$ cat config.mk
export PLATFORM = sky130hd
export DESIGN_NAME = regfile_uart_dump
export DESIGN_NICKNAME = d
export VERILOG_FILES = /design/src/rtl/regfile_dump_pkg.sv /design/src/rtl/uart_tx_byte.sv /design/src/rtl/regfile_uart_dump.sv
export SDC_FILE = /design/constraint.sdc
export NUM_CORES = 1
export LEC_CHECK = 0
export CAP_MARGIN = 20
export CORE_UTILIZATION = 45
export CTS_CLUSTER_SIZE = 24
export DETAILED_ROUTE_END_ITERATION = 10
export HOLD_SLACK_MARGIN = 0.05
export PLACE_DENSITY_LB_ADDON = 0.15
export SLEW_MARGIN = 20
export SYNTH_ARGS = -nofsm -noshare
export SYNTH_HDL_FRONTEND = slang
export SYNTH_SLANG_ARGS = --single-unit
$ cat constraint.sdc
create_clock -name clk -period 3.2 [get_ports clk]
set_input_delay 0.8 -clock clk [delete_from_list [all_inputs] [get_ports clk]]
set_output_delay 0.8 -clock clk [all_outputs]
set_load 0.03 [all_outputs]
$ cat src/rtl/regfile_dump_pkg.sv
// regfile_dump_pkg: shared FSM states, ASCII constants and hex-digit encoder for the register-file dump
package regfile_dump_pkg;

    typedef enum logic [1:0] {IDLE, FETCH, LOAD, SEND} state_t;

    localparam logic [7:0] ASCII_COLON = 8'h3A;
    localparam logic [7:0] ASCII_CR    = 8'h0D;
    localparam logic [7:0] ASCII_LF    = 8'h0A;

    function automatic logic [7:0] hex2ascii(input logic [3:0] nib);
        return (nib < 4'd10) ? 8'h30 + {4'h0, nib} : 8'h37 + {4'h0, nib};
    endfunction

endpackage

$ cat src/rtl/uart_tx_byte.sv
// uart_tx_byte: 8N1 serializer, one byte per valid while ready
module uart_tx_byte #(
    parameter int CLKS_PER_BIT = 868
) (
    input  logic       clk,
    input  logic       rst_n,
    input  logic [7:0] data,
    input  logic       valid,
    output logic       ready,
    output logic       tx
);

    localparam int CW = $clog2(CLKS_PER_BIT);
    localparam logic [CW-1:0] LAST_CNT = CW'(CLKS_PER_BIT - 1);
    // STOP ends one cycle early: the idle cycle that follows is the final stop-bit cycle
    localparam logic [CW-1:0] STOP_CNT = CW'(CLKS_PER_BIT - 2);

    typedef enum logic [1:0] {U_IDLE, U_START, U_DATA, U_STOP} ustate_t;

    ustate_t     r_state;
    logic [CW-1:0] r_cnt;
    logic [3:0]  r_bit;
    logic [7:0]  r_shift;
    logic        r_tx;

    assign ready = r_state == U_IDLE;
    assign tx    = r_tx;

    always_ff @(posedge clk or negedge rst_n) begin
        if (!rst_n) begin
            r_state <= U_IDLE;
            r_cnt   <= '0;
            r_bit   <= '0;
            r_shift <= '0;
            r_tx    <= 1'b1;
        end else begin
            case (r_state)
                U_IDLE: begin
                    r_tx <= 1'b1;
                    if (valid) begin
                        r_shift <= data;
                        r_tx    <= 1'b0;
                        r_cnt   <= '0;
                        r_state <= U_START;
                    end
                end
                U_START: begin
                    r_cnt <= r_cnt + 1'b1;
                    if (r_cnt == LAST_CNT) begin
                        r_cnt   <= '0;
                        r_bit   <= '0;
                        r_tx    <= r_shift[0];
                        r_state <= U_DATA;
                    end
                end
                U_DATA: begin
                    r_cnt <= r_cnt + 1'b1;
                    if (r_cnt == LAST_CNT) begin
                        r_cnt <= '0;
                        if (r_bit == 4'd7) begin
                            r_tx    <= 1'b1;
                            r_state <= U_STOP;
                        end else begin
                            r_bit   <= r_bit + 1'b1;
                            r_shift <= r_shift >> 1;
                            r_tx    <= r_shift[1];
                        end
                    end
                end
                U_STOP: begin
                    r_cnt <= r_cnt + 1'b1;
                    if (r_cnt == STOP_CNT) begin
                        r_cnt   <= '0;
                        r_state <= U_IDLE;
                    end
                end
                default: r_state <= U_IDLE;
            endcase
        end
    end

endmodule

$ cat src/rtl/regfile_uart_dump.sv
// regfile_uart_dump: walks every register-file address and streams "AA:DD\r\n" hex records over UART
module regfile_uart_dump
    import regfile_dump_pkg::*;
#(
    parameter int N            = 4,
    parameter int W            = 8,
    parameter int CLKS_PER_BIT = 868
) (
    input  logic         clk,
    input  logic         rst_n,
    input  logic         start,
    output logic [N-1:0] rd_addr,
    input  logic [W-1:0] rd_data,
    output logic         tx,
    output logic         busy,
    output logic         done
);

    localparam int AD = (N + 3) / 4;
    localparam int DD = (W + 3) / 4;
    localparam int NB = AD + DD + 3;
    localparam int BW = $clog2(NB);
    localparam logic [BW-1:0] LAST_BYTE = BW'(NB - 1);

    state_t        r_state;
    logic [N-1:0]  r_addr;
    logic [W-1:0]  r_snap;
    logic [BW-1:0] r_byte;
    logic          r_busy;
    logic          r_done;

    logic [4*AD-1:0] w_addr_pad;
    logic [4*DD-1:0] w_data_pad;
    logic [7:0]      w_rec [NB];
    logic            w_ready;

    assign w_addr_pad = (4*AD)'(r_addr);
    assign w_data_pad = (4*DD)'(r_snap);
    assign rd_addr    = r_addr;
    assign busy       = r_busy;
    assign done       = r_done;

    // The record is built only from the snapshot, so rd_data may move after FETCH
    always_comb begin
        for (int i = 0; i < AD; i++) w_rec[i] = hex2ascii(w_addr_pad[4*(AD-1-i) +: 4]);
        w_rec[AD] = ASCII_COLON;
        for (int i = 0; i < DD; i++) w_rec[AD+1+i] = hex2ascii(w_data_pad[4*(DD-1-i) +: 4]);
        w_rec[NB-2] = ASCII_CR;
        w_rec[NB-1] = ASCII_LF;
    end

    uart_tx_byte #(.CLKS_PER_BIT(CLKS_PER_BIT)) u_tx (
        .clk   (clk),
        .rst_n (rst_n),
        .data  (w_rec[r_byte]),
        .valid (r_state == LOAD),
        .ready (w_ready),
        .tx    (tx)
    );

    always_ff @(posedge clk or negedge rst_n) begin
        if (!rst_n) begin
            r_state <= IDLE;
            r_addr  <= '0;
            r_snap  <= '0;
            r_byte  <= '0;
            r_busy  <= 1'b0;
            r_done  <= 1'b0;
        end else begin
            r_done <= 1'b0;
            case (r_state)
                IDLE: if (start) begin
                    r_state <= FETCH;
                    r_busy  <= 1'b1;
                end
                FETCH: begin
                    r_snap  <= rd_data;
                    r_state <= LOAD;
                end
                LOAD: r_state <= SEND;
                SEND: if (w_ready) begin
                    if (r_byte != LAST_BYTE) begin
                        r_byte  <= r_byte + 1'b1;
                        r_state <= LOAD;
                    end else begin
                        // Address increment wraps to 0 exactly when the last entry finishes
                        r_byte  <= '0;
                        r_addr  <= r_addr + 1'b1;
                        r_state <= (r_addr == '1) ? IDLE : FETCH;
                        r_busy  <= r_addr != '1;
                        r_done  <= r_addr == '1;
                    end
                end
                default: r_state <= IDLE;
            endcase
        end
    end

endmodule

# Word level (Yosys, flattened, before mapping)
# Index checks and enable logic that the tools add are counted.
# Widths: inputs -> output; s select.
[op_classes]
add_sub_neg = 10
order_cmp = 4
n_eq_ne = 21
mux = 42
bitwise = 2
reduce_logical = 15
[op_table]
columns = ["operator", "count"]
rows = [
  ["$add 6x4->7 const A", 6],
  ["$mux 8", 5],
  ["$mux 10", 3],
  ["$pmux 10 s3", 1],
  ["$bmux 8 s3", 1],
  ["$mux 7", 3],
  ["$eq 10x10->1 const B", 2],
  ["$mux 2", 8],
  ["$pmux 2 s4", 2],
  ["$pmux 8 s2", 1],
  ["$lt 4x4->1 const B", 3],
  ["$mux 4", 3],
  ["$ne 2x1->1 const B", 6],
  ["$reduce_and 4->1", 3],
  ["$mux 1", 11],
  ["$add 10x1->10 const B", 1],
  ["$add 4x1->4 const B", 2],
  ["$eq 2x2->1 const B", 4],
  ["$pmux 4 s2", 1],
  ["$ne 2x2->1 const B", 3],
  ["$reduce_and 3->1", 2],
  ["$reduce_bool 2->1", 3],
  ["$reduce_and 5->1", 1],
  ["$eq 2x1->1 const B", 2],
  ["15 further kinds", 17],
]
[totals]
regBits = 44
inputBits = 11
output_inout_bits = 7
wordCells = 105

# Depth between registers and ports, before layout
[logic_depth]
word_depth = 7
ltp_mapped = 8
depth_no_buf = 7

# Hierarchy
# A second synthesis with hierarchy kept.
[hier_totals]
cells_unflattened = 277
area_unflattened_um2 = 2676.3
[modules_own_cells]
columns = ["mod", "n_inst", "cells_per_inst", "area_per_inst_um2", "seq_area_each_um2"]
rows = [
  ["uart_tx_byte", 1, 144, 1495.2, 626.9],
  ["regfile_uart_dump", 1, 133, 1181.1, 475.5],
]

# Worst setup path before layout
# No wires, ideal clock.
[synth_path]
path_type = "register to register"
startpoint = "register u_tx.r_cnt[2]"
endpoint = "register u_tx.r_state[1]"
setup_ns = 0.125
arrival_ns = 2.135
required_ns = 3.075
path_slack_ns = 0.940
path_stages_with_launch = 6
path_buffers = 0
cell_sequence = "dfrtp_1 > or4b_4 > or2_4 > a2111o_1 > a21oi_2 > mux2_2"
[synth_between]
elab_chain_cells = 3
elab_cells_between_ends = 6
cone_classes = "eq/ne (5); reduce/logical (1)"
[synth_rtl]
columns = ["item", "line", "rtl"]
rows = [
  ["start: declaration", "uart_tx_byte.sv:21", "logic [CW-1:0] r_cnt;"],
  ["start signal: assignment", "uart_tx_byte.sv:48", "r_cnt <= r_cnt + 1'b1;"],
  ["start signal: assignment", "uart_tx_byte.sv:57", "r_cnt <= r_cnt + 1'b1;"],
  ["start signal: assignment", "uart_tx_byte.sv:71", "r_cnt <= r_cnt + 1'b1;"],
  ["$eq 10x10->1, on equally long branches", "uart_tx_byte.sv:72, uart_tx_byte.sv:49, uart_tx_byte.sv:58", ""],
  ["$ne 2x1->1 (no source line)", "n/a", ""],
  ["$reduce_and 5->1 (no source line) (*)", "n/a", ""],
  ["end signal: assignment", "uart_tx_byte.sv:62", "r_state <= U_STOP;"],
  ["end signal: assignment", "uart_tx_byte.sv:74", "r_state <= U_IDLE;"],
  ["end signal: assignment", "uart_tx_byte.sv:77", "default: r_state <= U_IDLE;"],
  ["end: declaration", "uart_tx_byte.sv:20", "ustate_t r_state;"],
]
# Mark *: on every way between the ends. The rest lies on a longest branch, timed or not.
# A chain may end at the register's enable or synchronous reset.

# Worst setup path in the final report
# Ends and elaborated chain as after synthesis.

==> summary.txt <==
setup TNS - 0 ns
Post-Syn Instances - 287
global route total overflow - 0
post-synthesis xor/xnor area fraction - 2.696%
reg-to-reg endpoint - u_tx.r_state[1]$_DFFE_PN0P_
syn_nets - 311
Post-synth top cells - dfrtp_1 (42), nand2_1 (36), o21ai_0 (24)
CTS Hold Bufs - 0
CP max stage delay - 0.58 ns
row cnt - 27
initial antenna violation count - 0
Max Clock Freq - 421.1 MHz
critical-path cell list - or4b_4 > or2_4 > a2111o_1 > a21oi_2 > mux2_2
Max FO, Critical Path - 7
FF/Latch Area - 1077 sq um
synthesis-to-finish area growth - 12.04%
synth warn - 0
Vias - 2,068
status - finished clean
Placed Instances - 368
slowest stage cell, crit path - or4b_4
mux cell area share after synthesis - 2.937%
DRC violations left - 0
post-synthesis sequential area ratio - 41.45%
Synth cell types - 59
count leader, synth - dfrtp_1
share of layout cells above drive strength 1 - 10.53%
first-pass GRT wire length - 8.921 mm
post-CTS setup buffer count - 0
starting density of the core - 46.91%
post-cts sizing count - 0
relative slew slack - 43.96%
TritonCTS clock tree - yes
CTS Buffer Depth - 2
aggregate global-route resource usage - 18.39%
Crit Path Class - reg -> reg
ys flop type - dfrtp_1
H-tree Lvls - 2
die width - 78.00 um
Ports - 18
Nets - 327
largest family of logic cells by synthesized area - compound AO/OA/AOI/OAI gates
RSZ-0062 raised after global routing - no
Period minus WS final - 2.375 ns
Synth Area in Compound Gates - 22.39%
NetSw - 1.123 mW
flop2flop setup slack - 0.83 ns
iteration-0 DRC count of the detailed router - 78
Placeable Area - 5540 sq um
Clk network pwr share - 13.1%
Inserted Diodes - 0
Async SR Flop Fraction - 100.0%
Fin Clk Skew - 0.01073 ns
Max Slew Vio Count - 0
Hold Vio Cnt, Final - 0
mean routed wirelength per cell - 13.61 um
crit share post-route - 74.21%
Sw Ratio - 43.75%
simple-gate share of the synthesized area - 19.93%
TritonRoute pass-1 iters - 4
hold crit path type - in -> async
Final ANT Viol Nets - 0
area of the multi-input gates - 1409 sq um
clock-pin transition on the worst setup and hold timing paths - 0.09 ns
Layout Cells excl Fill - 376
crit end category - register
vias per inst - 5.500
dominant cells by area after synthesis - dfrtp_1 (40%), ha_1 (6.3%), nand2_1 (5.2%)
Comb pwr share - 49.8%
Avg Inst Size Synth - 9.055 sq um
FF+latch count, synth - 43
fin area - 2912 sq um
maximum VDD drop - 0.3628 mV
mapped cell area - 2599 sq um
Layout fillers - 533
leading area contributor after synthesis - dfrtp_1
Reg power frac - 37.0%
crit path DAT - 2.55 ns
Power Density - 881.6 nW/um^2
endpoints failing setup - 0
static leakage - 1.200 nW
Max-Cap Viols - 0
area share of the largest cell type after synthesis - 40.44%
P_int - 1.444 mW
CP startpoint kind - register
Num CTS Buffers - 5
clk sinks - 43
largest net degree at the start of global routing - 44
Die Height - 78.00 um
clk root buf - clkbuf_8
vias in the first global route - 1,932
Die Area - 6083 sq um
r2r worst-path depth - 5
EDFF count, synth - 0
port bufs - 17
worst-margin pin slew - 0.8375 ns
Post-DP HPWL - 3.627 mm
Reg-to-Reg Start - u_tx.r_cnt[2]$_DFFE_PN0P_
Placer Congestion - 0.7504
Placement Cell Area - 2828 sq um
Post-Synth Adder-Cell Area - 6.259%
Clock Latency Late Sink - 0.30 ns
worst endpoint required time - 3.38 ns
final wirelength - 5.116 mm
==> cells by family (layout without fill, tap and decap cells) <==
logic type                 Yosys count  after routing
adders and majority gates           13             13
xor gates and xnor gates             8              8
buffers and inverters               28             45
muxes                                7              7
and+or+nand+nor                    101            101
DFF                                 43             43
AOI/OAI and AO/OA                   87             87
==> metal layers <==
metal / share of wire (%) / up-vias / GRT usage (%)
met4: 1.5 / 0 / 6.481
met2: 46 / 31 / 29.47
met5: 0 / - / 0
met3: 2.5 / 7 / 2.471
li1: - / 1064 / -
met1: 51 / 966 / 25.47
==> worst max-delay path by stage <==
| stage | from | endpoint | slack, ns |
|---|---|---|---|
| floorplan | u_tx.r_cnt[2]$_DFFE_PN0P_ | u_tx.r_state[1]$_DFFE_PN0P_ | 0.94 |
| global placement | u_tx.r_cnt[2]$_DFFE_PN0P_ | u_tx.r_state[1]$_DFFE_PN0P_ | 0.89 |
| detailed placement | u_tx.r_cnt[2]$_DFFE_PN0P_ | u_tx.r_state[1]$_DFFE_PN0P_ | 0.85 |
| CTS | u_tx.r_cnt[2]$_DFFE_PN0P_ | u_tx.r_state[1]$_DFFE_PN0P_ | 0.82 |
| global route | u_tx.r_cnt[2]$_DFFE_PN0P_ | u_tx.r_state[1]$_DFFE_PN0P_ | 0.76 |
| finish | u_tx.r_cnt[2]$_DFFE_PN0P_ | u_tx.r_state[1]$_DFFE_PN0P_ | 0.83 |
==> flip-flops by register name (all words and copies together) (netlist names) <==
signal and flops:
r_byte 3, r_state 2, u_tx.r_shift 7, u_tx.tx 1, r_snap 8, u_tx.r_cnt 10
u_tx.r_state 2, done 1, rd_addr 4, u_tx.r_bit 4, busy 1
==> metrics by stage <==
step | setup slack (ns) | power (mW) | hold slack (ns) | utilization [%]
finish | 0.8252 | 2.567 | 0.4783 | 52.55
global route | 0.7573 | 2.794 | 0.5349 | 52.55
CTS | 0.8241 | 2.585 | 0.5188 | 52.51
detailed placement | 0.8508 | 2.240 | 0.4942 | 51.04
global placement | 0.8915 | 2.227 | 0.4803 | 51.04
floorplan | 0.9400 | 1.923 | 0.4577 | -
==> layout by cell type, fill, tap and decap left out, types with 2 or more instances in the layout <==
cell	count
mux2_2	5
o21ai_0	24
buf_4	4
clkbuf_1	2
and3_1	2
nor4_1	3
nand2b_1	3
clkbuf_8	5
nand4_1	3
nand2_1	36
a21oi_2	4
ha_1	13
mux2i_1	2
inv_1	17
a211oi_1	4
clkdlybuf4s50_1	16
a31oi_1	7
and4b_1	3
o31ai_1	3
nor3b_1	2
nor3_1	8
a21oi_1	23
nand4b_1	2
nor2_1	17
nand3_1	5
or2_2	3
nor2b_1	5
xnor2_1	7
a21o_1	3
dfrtp_1	42
==> layout make-up <==
cell class,count,share of cell area (%)
Multi-Input combinational cell,216,48.39
Sequential cell,43,37.00
Timing Repair Buffer,20,6.532
Tap cell,72,3.094
Clock buffer,7,2.621
Inverter,17,2.192
Clock inverter,1,0.1719
==> power by group through the flow <==
stage	sequential [mW]	clock [mW]	combinational, mW
final	0.951	0.337	1.28
after global routing	0.987	0.369	1.44
after CTS	0.949	0.348	1.29
after detailed placement	0.959	0	1.28
after global placement	0.956	0	1.27
after floorplan	0.898	0	1.02
==> critical path: cells and delay by family (launching register included) <==
kind,cells,cell delay (ns)
AOI/OAI and AO/OA,2,0.60
muxes,1,0.35
and+or+nand+nor,2,0.87
DFF,1,0.45
Power figures use the tool's default switching activity.
